### src/rtl/dmem_pkg.sv
// Shared definitions for the data-memory responder: FSM states, word geometry
// and the wait-state counter width helper.
package dmem_pkg;

  // Responder FSM states
  typedef enum logic [1:0] {
    IDLE = 2'd0,
    WAIT = 2'd1,
    RESP = 2'd2
  } dmem_state_e;

  localparam int BYTES_PER_WORD = 4;

  // Default wait-state count and the counter width that goes with it
  localparam int WAIT_CYCLES_DEFAULT = 2;
  localparam int CNT_W_DEFAULT =
    ($clog2(WAIT_CYCLES_DEFAULT + 1) < 1) ? 1 : $clog2(WAIT_CYCLES_DEFAULT + 1);

  // Counter width for a given wait-state count; never narrower than one bit
  function automatic int dmem_cnt_width(input int wait_cycles);
    int w;
    w = $clog2(wait_cycles + 1);
    return (w < 1) ? 1 : w;
  endfunction

endpackage

### src/rtl/dmem_responder_if.sv
// Load/store bus between the datapath (master) and the data memory (slave):
// a request channel and a response channel, each with valid/ready.
interface dmem_responder_if #(
  parameter int AW = 8,
  parameter int DW = 32
);
  logic          req_valid;
  logic          req_ready;
  logic          req_we;
  logic [AW-1:0] req_addr;
  logic [DW-1:0] req_wdata;
  logic [3:0]    req_be;
  logic          rsp_valid;
  logic          rsp_ready;
  logic [DW-1:0] rsp_rdata;
  logic          rsp_err;

  modport master (
    output req_valid, req_we, req_addr, req_wdata, req_be, rsp_ready,
    input  req_ready, rsp_valid, rsp_rdata, rsp_err
  );

  modport slave (
    input  req_valid, req_we, req_addr, req_wdata, req_be, rsp_ready,
    output req_ready, rsp_valid, rsp_rdata, rsp_err
  );
endinterface

### src/rtl/dmem_array.sv
// Single-port word array with per-byte write enables and a registered read.
// Contents are deliberately not reset so stored data survives a responder reset.
module dmem_array
  import dmem_pkg::*;
#(
  parameter int DW      = 32,
  parameter int DEPTH_W = 6
) (
  input  logic               clk,
  input  logic               en,
  input  logic               we,
  input  logic [3:0]         be,
  input  logic [DEPTH_W-1:0] addr,
  input  logic [DW-1:0]      wdata,
  output logic [DW-1:0]      rdata
);

  logic [DW-1:0] mem_r [2**DEPTH_W];
  logic [DW-1:0] rdata_r;

  // Byte-masked write or word read; rdata only changes on an enabled read
  always_ff @(posedge clk) begin
    if (en) begin
      if (we) begin
        for (int i = 0; i < BYTES_PER_WORD; i++) begin
          if (be[i]) begin
            mem_r[addr][8*i +: 8] <= wdata[8*i +: 8];
          end
        end
      end else begin
        rdata_r <= mem_r[addr];
      end
    end
  end

  assign rdata = rdata_r;

endmodule

### src/rtl/dmem_responder.sv
// Data-memory responder: accepts one load/store at a time, waits WAIT_CYCLES,
// accesses the byte-enabled array, then holds the response until taken.
module dmem_responder
  import dmem_pkg::*;
#(
  parameter int Data_Width        = 32,
  parameter int Address_Width_RAM = 8,
  parameter int WAIT_CYCLES       = 2
) (
  input  logic             clk,
  input  logic             rst_n,
  dmem_responder_if.slave  bus
);

  localparam int CNT_W = dmem_cnt_width(WAIT_CYCLES);
  localparam int AW    = Address_Width_RAM;

  dmem_state_e           state_r, state_next_s;
  logic [CNT_W-1:0]      cnt_r, cnt_next_s;
  logic                  hold_we_r;
  logic [AW-1:0]         hold_addr_r;
  logic [Data_Width-1:0] hold_wdata_r;
  logic [3:0]            hold_be_r;
  logic                  req_ready_r;
  logic                  rsp_valid_r;
  logic                  rsp_err_r, rsp_err_next_s;
  logic                  load_ok_r, load_ok_next_s;
  logic                  capture_s;
  logic                  access_s;
  logic                  misaligned_s;
  logic [Data_Width-1:0] arr_rdata_s;

  assign misaligned_s = (hold_addr_r[1:0] != 2'b00);

  // Next-state, counter and response-flag decode
  always_comb begin
    state_next_s   = state_r;
    cnt_next_s     = cnt_r;
    rsp_err_next_s = rsp_err_r;
    load_ok_next_s = load_ok_r;
    capture_s      = 1'b0;
    access_s       = 1'b0;
    case (state_r)
      IDLE: begin
        if (bus.req_valid) begin
          capture_s      = 1'b1;
          cnt_next_s     = CNT_W'(WAIT_CYCLES);
          rsp_err_next_s = 1'b0;
          load_ok_next_s = 1'b0;
          state_next_s   = WAIT;
        end else begin
          state_next_s = IDLE;
        end
      end
      WAIT: begin
        if (cnt_r != {CNT_W{1'b0}}) begin
          cnt_next_s = cnt_r - CNT_W'(1);
        end else begin
          access_s       = 1'b1;
          rsp_err_next_s = misaligned_s;
          load_ok_next_s = ~hold_we_r & ~misaligned_s;
          state_next_s   = RESP;
        end
      end
      RESP: begin
        if (bus.rsp_ready) begin
          rsp_err_next_s = 1'b0;
          load_ok_next_s = 1'b0;
          state_next_s   = IDLE;
        end else begin
          state_next_s = RESP;
        end
      end
      default: begin
        rsp_err_next_s = 1'b0;
        load_ok_next_s = 1'b0;
        state_next_s   = IDLE;
      end
    endcase
  end

  // State, counter and registered handshake outputs
  always_ff @(posedge clk or negedge rst_n) begin
    if (!rst_n) begin
      state_r     <= IDLE;
      cnt_r       <= {CNT_W{1'b0}};
      req_ready_r <= 1'b1;
      rsp_valid_r <= 1'b0;
      rsp_err_r   <= 1'b0;
      load_ok_r   <= 1'b0;
    end else begin
      state_r     <= state_next_s;
      cnt_r       <= cnt_next_s;
      req_ready_r <= (state_next_s == IDLE);
      rsp_valid_r <= (state_next_s == RESP);
      rsp_err_r   <= rsp_err_next_s;
      load_ok_r   <= load_ok_next_s;
    end
  end

  // Request holding registers; later request changes are ignored
  always_ff @(posedge clk or negedge rst_n) begin
    if (!rst_n) begin
      hold_we_r    <= 1'b0;
      hold_addr_r  <= {AW{1'b0}};
      hold_wdata_r <= {Data_Width{1'b0}};
      hold_be_r    <= 4'b0000;
    end else if (capture_s) begin
      hold_we_r    <= bus.req_we;
      hold_addr_r  <= bus.req_addr;
      hold_wdata_r <= bus.req_wdata;
      hold_be_r    <= bus.req_be;
    end
  end

  dmem_array #(
    .DW      (Data_Width),
    .DEPTH_W (AW - 2)
  ) u_array (
    .clk   (clk),
    .en    (access_s & ~misaligned_s),
    .we    (hold_we_r),
    .be    (hold_be_r),
    .addr  (hold_addr_r[AW-1:2]),
    .wdata (hold_wdata_r),
    .rdata (arr_rdata_s)
  );

  assign bus.req_ready = req_ready_r;
  assign bus.rsp_valid = rsp_valid_r;
  assign bus.rsp_err   = rsp_err_r;
  // Registered array data is exposed only for a good load, otherwise zero
  assign bus.rsp_rdata = load_ok_r ? arr_rdata_s : {Data_Width{1'b0}};

endmodule

### src/flat_wrapper.sv
// flat-port wrapper written by rule: the top's interface ports become plain ports
module dmem_responder_flat import dmem_pkg::*;
#(
  parameter int Data_Width        = 32,
  parameter int Address_Width_RAM = 8,
  parameter int WAIT_CYCLES       = 2
)
  (clk, rst_n, bus_req_valid, bus_req_we, bus_req_addr, bus_req_wdata, bus_req_be, bus_rsp_ready, bus_req_ready, bus_rsp_valid, bus_rsp_rdata, bus_rsp_err);
  dmem_responder_if #(.AW((8)), .DW((32))) bus_i ();
  input  logic clk;
  input  logic rst_n;
  input wire logic [$bits(bus_i.req_valid)-1:0] bus_req_valid;
  input wire logic [$bits(bus_i.req_we)-1:0] bus_req_we;
  input wire logic [$bits(bus_i.req_addr)-1:0] bus_req_addr;
  input wire logic [$bits(bus_i.req_wdata)-1:0] bus_req_wdata;
  input wire logic [$bits(bus_i.req_be)-1:0] bus_req_be;
  input wire logic [$bits(bus_i.rsp_ready)-1:0] bus_rsp_ready;
  output wire logic [$bits(bus_i.req_ready)-1:0] bus_req_ready;
  output wire logic [$bits(bus_i.rsp_valid)-1:0] bus_rsp_valid;
  output wire logic [$bits(bus_i.rsp_rdata)-1:0] bus_rsp_rdata;
  output wire logic [$bits(bus_i.rsp_err)-1:0] bus_rsp_err;
  assign bus_i.req_valid = bus_req_valid;
  assign bus_i.req_we = bus_req_we;
  assign bus_i.req_addr = bus_req_addr;
  assign bus_i.req_wdata = bus_req_wdata;
  assign bus_i.req_be = bus_req_be;
  assign bus_i.rsp_ready = bus_rsp_ready;
  assign bus_req_ready = bus_i.req_ready;
  assign bus_rsp_valid = bus_i.rsp_valid;
  assign bus_rsp_rdata = bus_i.rsp_rdata;
  assign bus_rsp_err = bus_i.rsp_err;
  dmem_responder #(.Data_Width(Data_Width), .Address_Width_RAM(Address_Width_RAM), .WAIT_CYCLES(WAIT_CYCLES)) u_core (.clk(clk), .rst_n(rst_n), .bus(bus_i));
endmodule
### config.mk
export PLATFORM = sky130hd
export DESIGN_NAME = dmem_responder_flat
export DESIGN_NICKNAME = d
export VERILOG_FILES = /design/src/rtl/dmem_pkg.sv /design/src/rtl/dmem_responder_if.sv /design/src/rtl/dmem_array.sv /design/src/rtl/dmem_responder.sv /design/src/flat_wrapper.sv
export SDC_FILE = /design/constraint.sdc
export NUM_CORES = 2
export LEC_CHECK = 0
export CAP_MARGIN = 10
export CORE_MARGIN = 4
export CORE_UTILIZATION = 56
export CTS_CLUSTER_DIAMETER = 100
export DETAILED_ROUTE_END_ITERATION = 16
export GPL_TIMING_DRIVEN = 0
export PLACE_DENSITY = 0.75
export REMOVE_ABC_BUFFERS = 1
export SYNTH_ARGS = -nofsm -noshare
export SYNTH_HDL_FRONTEND = slang
export SYNTH_SLANG_ARGS = --single-unit
### constraint.sdc
create_clock -name clk -period 4.05 [get_ports clk]
set_input_delay 0.405 -clock clk [delete_from_list [all_inputs] [get_ports clk]]
set_output_delay 0.405 -clock clk [all_outputs]
set_load 0.02 [all_outputs]
==> impl_results.md <==
- Slew headroom: 21.8%
- Fin Hold WS: 0.148 ns
- Die Height: 390 um
- # DRC: 0
- P per Cell Area: 724 nW/um^2
- RSZ-0062 raised after global routing: true
- Status: complete, but fails checks
- Chip Width: 390 um
- Setup slack after layout: -0.209 ns
- Overflow after GRT: 0
- CTS tree: built
- Area contributors post-synth: edfxtp_1 (76%), mux4_2 (6.7%), mux2i_1 (3.2%)
- Fraction of layout cells with a size suffix above 1: 19.9%
- Area growth syn-to-layout: 13.8%
- Gpl congestion: 0.824
- Minimum clock period: 4.26 ns
- F_max: 0.235 GHz
- Ys async rst share: 2.48%
- Flop-to-flop setup slack: -0.21 ns
- Initial core utilization: 56.7%
- GR Util All Layers: 27.4%
- Clk slew on worst S/H paths: 0.06 ns
- IO buf count: 83
- Final hold viol count: 0
- Int Power: 45.6 mW
- Sequential Power Share: 43.8%
- Final worst path period share: 105%
- Row Count: 139
- Clock power share: 27.3%
- Worst Path Required: 4.49 ns
- CP peak stage delay: 0.74 ns
- Critical Path Start Type: flip-flop
- CP max stage cell: nand2_1
- Final Setup Violations: 191
- Crit Path Max Fanout: 57
- Leading register cell type out of synthesis: edfxtp_1
- CTS Buf Count: 199
- Latest clock arrival within the worst-skew pair: 0.82 ns
- Most frequent cells in the layout: edfxtp_1 (2080), mux2i_1 (262), mux4_2 (243)
- H-tree Lvls: 4
- Longest Clk Path Bufs: 3
- Sw frac: 32.2%
- Share of the synthesized area in the top cell type: 76.5%
- Placed insts: 6081
- P_leak: 28.9 nW
- Crit-path cells: buf_16, buf_16, buf_16, and3_2, nand2_1, nor2_2
- HPWL Detailed: 125 mm
- Finished Layout Cells: 6469
- Combinational share of power: 28.9%
- Failing checks: negative setup slack
- Via/cell ratio: 6.74
- Worst-margin pin slew: 1.17 ns
- Post-Syn Instances: 4281
- Clk root buf: clkbuf_16
- Post-synthesis average cell area: 19.1 sq um
- Max Cap Violations: 0
- Post-synth cell types: 56
- VDD IR-drop max: 0.767 mV
- Leading area contributor after synthesis: edfxtp_1
- Fin nets: 4443
- Sink Count: 2133
- DIE AREA: 152000 sq um
- CP most frequent cell: buf_16
- Crit path DAT: 4.70 ns
- Post-synthesis sequential area ratio: 78.1%
- Core ar.: 144000 sq um
- Critical path class: reg2reg
- First-pass GRT wire length: 300 mm
- Worst min path class: in2reg
- Io pins: 84
- #FFs+latches synth: 2133
- Vias in the first global route: 42900
- WL final: 209 mm
- Most common cell after layout, fill and taps aside: edfxtp_1
- Yosys warnings: 0
- Routed WL per cell: 32.3 um
- Largest net degree at the start of global routing: 91
- Net load switching power: 21.7 mW
- Post-synth EDFFs: 2080
- Mapped Area: 81700 sq um
- Max-slew violations: 0
- TritonRoute pass-1 iters: 7
- Setup Skew: 0.0274 ns
- Final ANT Viol Nets: 0
- Nature of the critical path endpoint: flip-flop
- Total number of vias: 43600
- Initial antenna violation count: 4
- Number of DRC markers in iteration 0: 6521
## metal layers
layer | part of all wire (%) | vias up | wire, um | GRT usage, %
met5 | 0.035 | - | 74 | 0.0638
met1 | 36 | 22400 | 75400 | 36.0
met2 | 48 | 2878 | 99200 | 42.5
li1 | - | 17900 | - | -
met3 | 11 | 513 | 23700 | 8.28
met4 | 4.9 | 2 | 10300 | 12.9
## path summary, 6_finish.rpt
kind                                  startpoint  cells past startpoint                           end
hold reg to reg              u_core.hold_be_r[2]                      1           u_core.hold_be_r[2]
max in group asynchronous                  rst_n                      4         u_core.hold_addr_r[3]
setup / recovery           u_core.hold_addr_r[4]                      6  u_core.u_array.mem_r[63][13]
setup reg to reg           u_core.hold_addr_r[4]                      6  u_core.u_array.mem_r[63][13]
hold / removal                   bus_req_addr[3]                      3         u_core.hold_addr_r[3]
min in group asynchronous                  rst_n                      3        u_core.hold_wdata_r[3]
## flip-flops by register name, summed over array words and instances (netlist names)
register,flops
u_core.u_array.rdata,32
u_core.bus.rsp_valid,1
u_core.hold_we_r,1
u_core.hold_wdata_r,32
u_core.bus.rsp_err,1
u_core.load_ok_r,1
u_core.hold_addr_r,8
u_core.cnt_r,2
u_core.hold_be_r,4
u_core.u_array.mem_r,2048
u_core.state_r,2
u_core.bus.req_ready,1
## power groups by stage
stage / sequential [mW] / combinational [mW] / clock (mW)
after detailed placement: 30.0 / 18.7 / 0
after global routing: 29.6 / 20.4 / 19.4
after CTS: 29.5 / 19.1 / 18.5
after floorplan: 30.8 / 7.48 / 0
final: 29.5 / 19.5 / 18.4
after global placement: 32.5 / 8.32 / 0
## what timing repair did
action                                  CTS  global route
endpoints found under the hold margin    52             0
hold buffers                              3             0
pin swaps                                 1             0
gates cloned                              2             0
gates resized for setup                 108            71
buffers inserted                          6             3
setup endpoints to repair              1697           630
## cell type report
class                   instances  area [sq um]
fillers                      9116         51200
diodes                          5          12.5
flip-flops and latches       2133         63800
inverters                       6          35.0
clock buffers                 251          5300
multi-input cells            1854         17200
clock inverters               118          1080
well taps                    1903          2380
repair buffers                199          3130
## worst max-delay path: cells and delay by family (launching register included)
kind,cells,cell delay [ns]
and+or+nand+nor,3,2.05
buffers and inverters,3,1.07
DFF,1,0.66
## cell families (layout without fill, tap and decap cells)
group | Yosys count | after routing | synth area share (%)
flops | 2133 | 2133 | 78.1
other cells | 0 | 5 | 0
fa+ha+maj | 1 | 1 | 0.0153
mux | 561 | 561 | 10.7
simple gates | 585 | 585 | 3.08
buf+inv | 294 | 574 | 1.63
compound gates | 707 | 707 | 6.51
## synthesized netlist by cell type (3+ instances only)
| cell type | count |
|---|---|
| and3_1 | 3 |
| nand2_1 | 148 |
| a22oi_1 | 165 |
| or2_2 | 5 |
| a21oi_1 | 19 |
| nand2b_1 | 3 |
| a211o_1 | 3 |
| dfrtp_1 | 52 |
| o211ai_1 | 34 |
| nand4_1 | 30 |
| nor2b_1 | 5 |
| nand3_1 | 5 |
| nor3b_1 | 3 |
| and3b_1 | 4 |
| edfxtp_1 | 2080 |
| o21ai_0 | 100 |
| buf_1 | 23 |
| a31oi_1 | 7 |
| nor2_1 | 329 |
| inv_1 | 5 |
| and2_1 | 35 |
| clkbuf_1 | 142 |
| a211oi_1 | 5 |
| buf_2 | 103 |
| a221oi_1 | 240 |
| o22ai_1 | 64 |
| mux4_2 | 243 |
| o22a_1 | 55 |
| mux2i_1 | 262 |
| buf_6 | 6 |
| mux2_2 | 55 |
| o221ai_1 | 3 |
| buf_4 | 14 |
## metrics by stage
| stage | cell area [sq um] | power, mW | utilization (%) | setup slack [ns] | TNS (ns) |
|---|---|---|---|---|---|
| CTS | 92700 | 67.1 | 64.3 | -0.113 | -2.89 |
| detailed placement | 85800 | 48.7 | 59.5 | -0.832 | -554.86 |
| finish | 93000 | 67.3 | 64.5 | -0.209 | -10.41 |
| global route | 93000 | 69.4 | 64.5 | -0.175 | -5.10 |
| floorplan | 80400 | 38.3 | - | -26.67 | - |
| global placement | 83600 | 40.8 | 58.0 | -64.32 | - |
Note: power is estimated with default switching activity, not from simulation.
